### src/rtl/esp_sid_pkg.sv
// Shared constants and types for the ESP-to-SID bridge.
// Used by esp_sid_spi_rx and esp_sid_top.
package esp_sid_pkg;
    localparam int ADDR_W     = 5;
    localparam int DATA_W     = 8;
    localparam int FRAME_BITS = 16;
    localparam int NUM_REGS   = 32;

    typedef logic [ADDR_W-1:0] sid_addr_t;
    typedef logic [DATA_W-1:0] sid_data_t;
endpackage

### src/rtl/esp_sid_spi_rx.sv
// Write-only SPI mode-0 slave: synchronisers, sclk edge detect, 16-bit frame assembly
// and a one-clk write strobe carrying the register address and data byte.
module esp_sid_spi_rx
    import esp_sid_pkg::*;
#(
    parameter int SYNC_STAGES = 2
) (
    input  logic      clk,
    input  logic      rst,
    input  logic      ss,
    input  logic      sclk,
    input  logic      mosi,
    output logic      ss_sync,
    output logic      write_en,
    output sid_addr_t addr,
    output sid_data_t data
);
    logic [SYNC_STAGES-1:0] ss_pipe;
    logic [SYNC_STAGES-1:0] sclk_pipe;
    logic [SYNC_STAGES-1:0] mosi_pipe;
    logic                   sclk_prev;
    logic [3:0]             bit_cnt;
    logic [FRAME_BITS-1:0]  shift;
    logic                   sclk_sync;
    logic                   mosi_sync;
    logic                   sclk_rise;
    logic                   unused_addr_hi;

    assign ss_sync   = ss_pipe[SYNC_STAGES-1];
    assign sclk_sync = sclk_pipe[SYNC_STAGES-1];
    assign mosi_sync = mosi_pipe[SYNC_STAGES-1];
    assign sclk_rise = sclk_sync & ~sclk_prev;

    // The shift register still holds the completed frame while write_en is high.
    assign addr = shift[ADDR_W+DATA_W-1:DATA_W];
    assign data = shift[DATA_W-1:0];
    assign unused_addr_hi = ^shift[FRAME_BITS-1:ADDR_W+DATA_W];

    // NOTE: sequential state uses non-blocking (<=) so every flop samples pre-edge values.
    always_ff @(posedge clk or posedge rst) begin
        if (rst) begin
            // ss resets to the deselected level so led_d2 stays off until a real select.
            ss_pipe   <= '1;
            sclk_pipe <= '0;
            mosi_pipe <= '0;
            sclk_prev <= 1'b0;
            bit_cnt   <= '0;
            shift     <= '0;
            write_en  <= 1'b0;
        end else begin
            ss_pipe   <= {ss_pipe[SYNC_STAGES-2:0], ss};
            sclk_pipe <= {sclk_pipe[SYNC_STAGES-2:0], sclk};
            mosi_pipe <= {mosi_pipe[SYNC_STAGES-2:0], mosi};
            sclk_prev <= sclk_sync;
            write_en  <= 1'b0;
            if (ss_sync) begin
                bit_cnt <= '0;
                shift   <= '0;
            end else if (sclk_rise) begin
                shift    <= {shift[FRAME_BITS-2:0], mosi_sync};
                bit_cnt  <= bit_cnt + 4'd1;
                write_en <= (bit_cnt == 4'(FRAME_BITS - 1));
            end
        end
    end
endmodule

### src/rtl/esp_sid_top.sv
// ESP-to-SID bridge top: SPI receiver, 32x8 SID register file, sid_clk divider, LEDs.
// Optional macro ESP_SID_LED_STRETCH_EN turns led_d1 into a stretched write pulse.
module esp_sid_top
    import esp_sid_pkg::*;
#(
    parameter int CLK_DIV     = 16,
    parameter int STRETCH_W   = 16,
    parameter int SYNC_STAGES = 2
) (
    input  logic clk,
    input  logic rst,
    output logic led_d1,
    output logic led_d2,
    output logic sid_clk,
    input  logic ss,
    input  logic sclk,
    input  logic mosi
);
    localparam int DIV_W = (CLK_DIV > 2) ? $clog2(CLK_DIV) : 1;

    logic             ss_sync;
    logic             write_en;
    sid_addr_t        wr_addr;
    sid_data_t        wr_data;
    sid_data_t        regfile [NUM_REGS];
    logic [DIV_W-1:0] div_cnt;

    esp_sid_spi_rx #(
        .SYNC_STAGES(SYNC_STAGES)
    ) u_spi_rx (
        .clk     (clk),
        .rst     (rst),
        .ss      (ss),
        .sclk    (sclk),
        .mosi    (mosi),
        .ss_sync (ss_sync),
        .write_en(write_en),
        .addr    (wr_addr),
        .data    (wr_data)
    );

    // NOTE: the register file is small and must read 0x00 after reset, so it is built
    // from resettable flops rather than a RAM macro.
    always_ff @(posedge clk or posedge rst) begin
        if (rst) begin
            for (int i = 0; i < NUM_REGS; i++) regfile[i] <= '0;
        end else if (write_en) begin
            regfile[wr_addr] <= wr_data;
        end
    end

    // Free-running divider; toggling at the half and full count gives a 50% duty cycle.
    always_ff @(posedge clk or posedge rst) begin
        if (rst) begin
            div_cnt <= '0;
            sid_clk <= 1'b0;
        end else begin
            div_cnt <= (div_cnt == DIV_W'(CLK_DIV - 1)) ? '0 : div_cnt + 1'b1;
            if (div_cnt == DIV_W'(CLK_DIV / 2 - 1) || div_cnt == DIV_W'(CLK_DIV - 1))
                sid_clk <= ~sid_clk;
        end
    end

    always_ff @(posedge clk or posedge rst) begin
        if (rst) led_d2 <= 1'b0;
        else     led_d2 <= ~ss_sync;
    end

`ifdef ESP_SID_LED_STRETCH_EN
    logic [STRETCH_W-1:0] stretch_cnt;

    always_ff @(posedge clk or posedge rst) begin
        if (rst)                   stretch_cnt <= '0;
        else if (write_en)         stretch_cnt <= '1;
        else if (stretch_cnt != '0) stretch_cnt <= stretch_cnt - 1'b1;
    end

    assign led_d1 = (stretch_cnt != '0);
`else
    logic [STRETCH_W-1:0] unused_stretch;
    assign unused_stretch = '0;

    always_ff @(posedge clk or posedge rst) begin
        if (rst)           led_d1 <= 1'b0;
        else if (write_en) led_d1 <= ~led_d1;
    end
`endif
endmodule

### config.mk
export PLATFORM = sky130hd
export DESIGN_NAME = esp_sid_top
export DESIGN_NICKNAME = d
export VERILOG_FILES = /design/src/rtl/esp_sid_pkg.sv /design/src/rtl/esp_sid_spi_rx.sv /design/src/rtl/esp_sid_top.sv
export SDC_FILE = /design/constraint.sdc
export NUM_CORES = 1
export LEC_CHECK = 0
export ABC_AREA = 1
export CAP_MARGIN = 20
export CORE_MARGIN = 4
export CORE_UTILIZATION = 58
export CTS_CLUSTER_SIZE = 40
export DETAILED_ROUTE_END_ITERATION = 6
export PLACE_DENSITY_LB_ADDON = 0.15
export SETUP_SLACK_MARGIN = 0.05
export SLEW_MARGIN = 20
export SYNTH_ARGS = -nofsm -noshare
export SYNTH_HDL_FRONTEND = slang
export SYNTH_HIERARCHICAL = 1
export SYNTH_SLANG_ARGS = --single-unit
### constraint.sdc
create_clock -name clk -period 1.5 [get_ports clk]
set_clock_uncertainty 0.1 [all_clocks]
set_input_delay 0.45 -clock clk [delete_from_list [all_inputs] [get_ports clk]]
set_output_delay 0.45 -clock clk [all_outputs]
set_load 0.05 [all_outputs]
==> results of run 1 <==
==> power by group <==
group,leakage (nW),switching (mW),internal [mW],total [mW]
registers,0.216,0.0106,0.471,0.482
clock network,0.0150,0.125,0.103,0.228
logic,0.175,0.0263,0.0211,0.0474
==> worst max path at each step <==
stage	to	slack [ns]
2_1_floorplan	sid_clk	0.34
3_3_place_gp	u_spi_rx/ss_pipe[0]	0.30
3_5_place_dp	u_spi_rx/ss_pipe[0]	0.29
4_1_cts	sid_clk	0.08
5_1_grt	sid_clk	0.04
6_report	sid_clk	0.09
==> layout make-up <==
| cell class | instances | area share, % |
|---|---|---|
| Clock buffer | 4 | 3.27 |
| Multi-Input combinational cell | 32 | 25.0 |
| Inverter | 9 | 4.20 |
| Timing Repair Buffer | 7 | 12.1 |
| Sequential cell | 17 | 53.2 |
| Tap cell | 14 | 2.18 |
==> what timing repair did <==
| item | in CTS | in global routing |
|---|---|---|
| setup endpoints to repair | 0 | 2 |
| buffers inserted | 0 | 1 |
| hold buffers | 0 | 0 |
==> routing by layer <==
layer  wire length, um  part of all wire (%)  vias up
li1                  -                     -      200
met1               419                    51      182
met2               367                    45        7
met3                32                   3.9        0
met4                 0                     0        0
met5                 0                     0        -
==> registers in the layout (all words and copies together) (netlist names) <==
name / cells
div_cnt: 4
led_d1: 1
u_spi_rx/sclk_pipe: 2
sid_clk: 1
led_d2: 1
u_spi_rx/bit_cnt: 4
u_spi_rx/write_en: 1
u_spi_rx/sclk_prev: 1
u_spi_rx/ss_pipe: 2
==> out/results.tsv, run 1 <==
metric	value	unit
length in cells of the worst reg-to-reg path	6	
slowest CP cell	dfrtp_1	
Synthesized Nets	68	
clock root buffer	clkbuf_4	
Buf/Inv on CP	1	
first-pass GRT wire length	1680	um
Core Util, Final	72.4	%
cells after synthesis	61	
Slew HR	75.6	%
total die area	1800	um^2
CP Cell Sequence	buf_12	
Fin. Hold Viols	0	
Final Max Slew Viols	0	
Worst R2R End	u_spi_rx/bit_cnt[3]	
final number of setup-violating endpoints	0	
Std-Cell Rows	12	
met2 Use GR	17.3	%
worst skew pair latency	0.28	ns
share of cells above drive strength 1	26.1	%
Hold Slack	0.257	ns
Top Usage Layer GRT	met1	
die height	42.4	um
critical path endpoint category	output pin	
Peak supply drop	556	uV
WL per Instance	9.87	um
vias	389	
Worst Hold Endpoint	u_spi_rx/sclk_pipe[1]	
P per Cell Area	941	nW/um^2
# resized after CTS	0	
diode count	0	
slowest stage delay, CP	0.42	ns
fillers	96	
f_max	709	MHz
fin crit period	1.41	ns
largest net degree at the start of global routing	11	
CP max FO	2	
Cell Count, Final, Fillers Out	83	
Worst setup startpoint	sid_clk	
Netlist Area Pre-Place	687	um^2
reg-to-reg slack, setup	0.33	ns
HP Class	flip-flop to flip-flop	
routing usage on met1	17.9	%
most frequent cells in the layout	dfrtp_1, nand2_1, inv_1, nand3_1, nor2_1	
CTS clk-pin slew, worst paths	0.09	ns
worst r2r src	u_spi_rx/sclk_prev	
CP Launch Type	flip-flop	
critical path depth in cells	1	
final WL	819	um
most common cell after layout, fill and taps aside	dfrtp_1	
Die Span X	42.4	um
CP delay by family, top	flip-flops	
CTS max path bufs	2	
Layout Area Growth over Synthesis	17.1	%
DR pass1 iterations	5	
grt met3 use	2.58	%
cell leakage power	0.406	nW
Worst-Margin Slew	0.366	ns
synth warn	6	
Post-Place Cells	78	
Core ar.	1110	um^2
initial core utilization	61.8	%
Post-DP Area	771	um^2
DRC	0	
crit path DAT	0.86	ns
Seq. cell area	428	um^2
RSZ-0062 raised after global routing	yes	
PnR worst setup slack	0.0895	ns
multi-input logic area	201	um^2
DP HPWL	660	um
Power, Total	0.757	mW
vias in the first global route	393	
TritonCTS sink count	17	
final period utilization	94.0	%
initial antenna violation count	0	
fin area	805	um^2
Ports	8	
worst hold stages	0	
setup TNS	0	ns
DR iter-0 viols	7	
GP Congestion	0.730	
Overall Global Routing Usage	12.0	%
Vias per Instance	4.69	
Synth Area per Inst	11.3	um^2
max-cap violations	0	
Num CTS Buffers	3	
Port Buf Inserts	6	
GRT overflow	0	
Worst Setup Path Type	flip-flop to output pin	
H-tree lvl count	1	
ANT nets after route	0	
CTS tree	yes	
fin nets	77	
dpl ws	0.294	ns
status	complete, no violations	
critical path data required time	0.95	ns
hold_sp	u_spi_rx/sclk_pipe[0]	
(Power assumes the default switching activity.)
==> inputs of run 2 (changes only) <==
==> constraint.sdc (replaced) <==
create_clock -name clk -period 1.5 [get_ports clk]
set_clock_uncertainty 0.1 [all_clocks]
set_input_delay 0.3 -clock clk [delete_from_list [all_inputs] [get_ports clk]]
set_output_delay 0.3 -clock clk [all_outputs]
set_load 0.05 [all_outputs]
==> run 2 against run 1 <==
Effect of this change: combinational power up 0.8%; non-clock buffer count down 1; count of clock-buffer cells in the layout down 1; sequential share of layout area up 0.42 points; sequential cell count unchanged; fmax up 11%; critical path depth unchanged; final cell count down 1.2%; clock power up 2%; via count up 1.5%; die area unchanged; global-route usage up 0.56 points; critical path type unchanged.
==> out/results.tsv, run 2 (same netlist as run 1, synthesis figures left out) <==
metric	value	unit	change
fin nets	76		-1.3%
vias in the first global route	400		+1.8%
final WL	836	um	+2.1%
ANT nets after route	0		unchanged
status	complete, no violations		
crit path DAT	0.87	ns	about the same
Peak supply drop	622	uV	+12%
Post-CTS Hold Buffers	0		unchanged
DR iter-0 viols	3		-4
HP Class	input port to async pin		
Post-DP Area	771	um^2	unchanged
RSZ-0062 raised after global routing	no		
diode count	0		unchanged
total die area	1800	um^2	unchanged
Buf/Inv on CP	1		unchanged
DRC	0		unchanged
P per Cell Area	956	nW/um^2	+1.6%
internal power contribution	0.591	mW	-0.65%
Fin. Hold Viols	0		unchanged
CP Cell Sequence	buf_12		
Post-CTS Setup Bufs	0		unchanged
WL per Instance	10.2	um	+3.3%
most frequent cells in the layout	dfrtp_1, nand2_1, inv_1, nand3_1, nor2_1		
DP HPWL	652	um	-1.2%
initial core utilization	61.8	%	unchanged
GRT overflow	0		unchanged
final period utilization	84.9	%	-9.2 points
Layout Area Growth over Synthesis	16.2	%	
fin area	798	um^2	-0.78%
CP Launch Type	flip-flop		
switching pwr	0.172	mW	+6.2%
combinational share of power	6.3	%	about the same
GP Congestion	0.713		-2.4%
first-pass GRT wire length	1660	um	-1.6%
CTS max path bufs	2		unchanged
cell leakage power	0.403	nW	-0.67%
final number of setup-violating endpoints	0		unchanged
Die Span X	42.4	um	unchanged
initial antenna violation count	0		unchanged
slowest stage delay, CP	0.43	ns	about the same
CTS clk-pin slew, worst paths	0.09	ns	about the same
clock power share	30.6	%	+0.5 points
Slew HR	75.4	%	-0.18 points
fillers	87		-9.4%
max-cap violations	0		unchanged
critical path endpoint category	output pin		
Vias per Instance	4.82		+2.8%
Std-Cell Rows	12		unchanged
CTS tree	yes		
die height	42.4	um	unchanged
Core ar.	1110	um^2	unchanged
Final Max Slew Viols	0		unchanged
clock root buffer	clkbuf_4		
f_max	786	MHz	+11%
TritonCTS sink count	17		unchanged
CP delay by family, top	flip-flops		
setup TNS	0	ns	unchanged
Net Sw Frac	22.5	%	+1.1 points
DR pass1 iterations	2		-3
most common cell after layout, fill and taps aside	dfrtp_1		
vias	395		+1.5%
Worst Setup Path Type	flip-flop to output pin		
Top Registers	div_cnt: 4 flops, u_spi_rx/bit_cnt: 4 flops		
Ports	8		unchanged
Overall Global Routing Usage	12.6	%	+0.56 points
share of cells above drive strength 1	26.5	%	+0.38 points
Num CTS Buffers	3		unchanged
CP max FO	2		unchanged
slowest CP cell	dfrtp_1		
largest net degree at the start of global routing	11		unchanged
worst skew pair latency	0.28	ns	about the same
# resized after CTS	0		unchanged
critical path data required time	1.10	ns	+0.15 ns
fin crit period	1.27	ns	-0.138 ns
register share of total power	63.2	%	-0.5 points
Port Buf Inserts	6		unchanged
Worst-Margin Slew	0.368	ns	+0.00275 ns
H-tree lvl count	1		unchanged
[run 2: layout make-up]
| type | instances | area [um^2] | area share [%] |
|---|---|---|---|
| Clock buffer | 3 | 22.5 | 2.82 |
| Clock inverter | 1 | 5.00 | 0.627 |
| Inverter | 9 | 33.8 | 4.23 |
| Multi-Input combinational cell | 32 | 201 | 25.2 |
| Sequential cell | 17 | 428 | 53.6 |
| Tap cell | 14 | 17.5 | 2.19 |
| Timing Repair Buffer | 6 | 90.1 | 11.3 |
[run 2: power groups by stage]
stage / Clock, mW / Combinational [mW] / Sequential, mW
after floorplan: 0 / 0.0313 / 0.493
after global placement: 0 / 0.0482 / 0.490
after detailed placement: 0 / 0.0489 / 0.491
after CTS: 0.249 / 0.0490 / 0.482
after global routing: 0.270 / 0.0530 / 0.484
final: 0.233 / 0.0478 / 0.482
[run 2: worst paths after layout]
kind,start,endpoint,slack (ns),depth (start not counted)
max in group asynchronous,rst,u_spi_rx/ss_pipe[0],0.78,2
worst max-delay path,led_d1,led_d1,0.23,1
min in group clk,u_spi_rx/ss_pipe[0],u_spi_rx/ss_pipe[1],0.26,0
worst min register to register,u_spi_rx/ss_pipe[0],u_spi_rx/ss_pipe[1],0.26,0
worst max register to register,u_spi_rx/sclk_prev,u_spi_rx/bit_cnt[3],0.33,6
worst min-delay path,rst,led_d2,0.17,2
[run 2: metal layers]
layer	vias up	GRT usage, %	part of all wire [%]
li1	195	-	-
met1	191	15.8	48
met2	7	17.9	46
met3	2	2.58	4.5
met4	0	11.2	1.7
met5	-	0	0
[run 2: per-stage QoR]
stage,setup slack [ns],hold slack [ns],instances,util (%),power [mW]
global route,0.190,0.199,82,71.8,0.808
detailed placement,0.344,0.237,78,69.4,0.540
finish,0.227,0.174,82,71.8,0.763
floorplan,0.433,0.00340,61,-,0.525
global placement,0.365,0.233,78,69.4,0.539
CTS,0.213,0.179,82,71.8,0.780
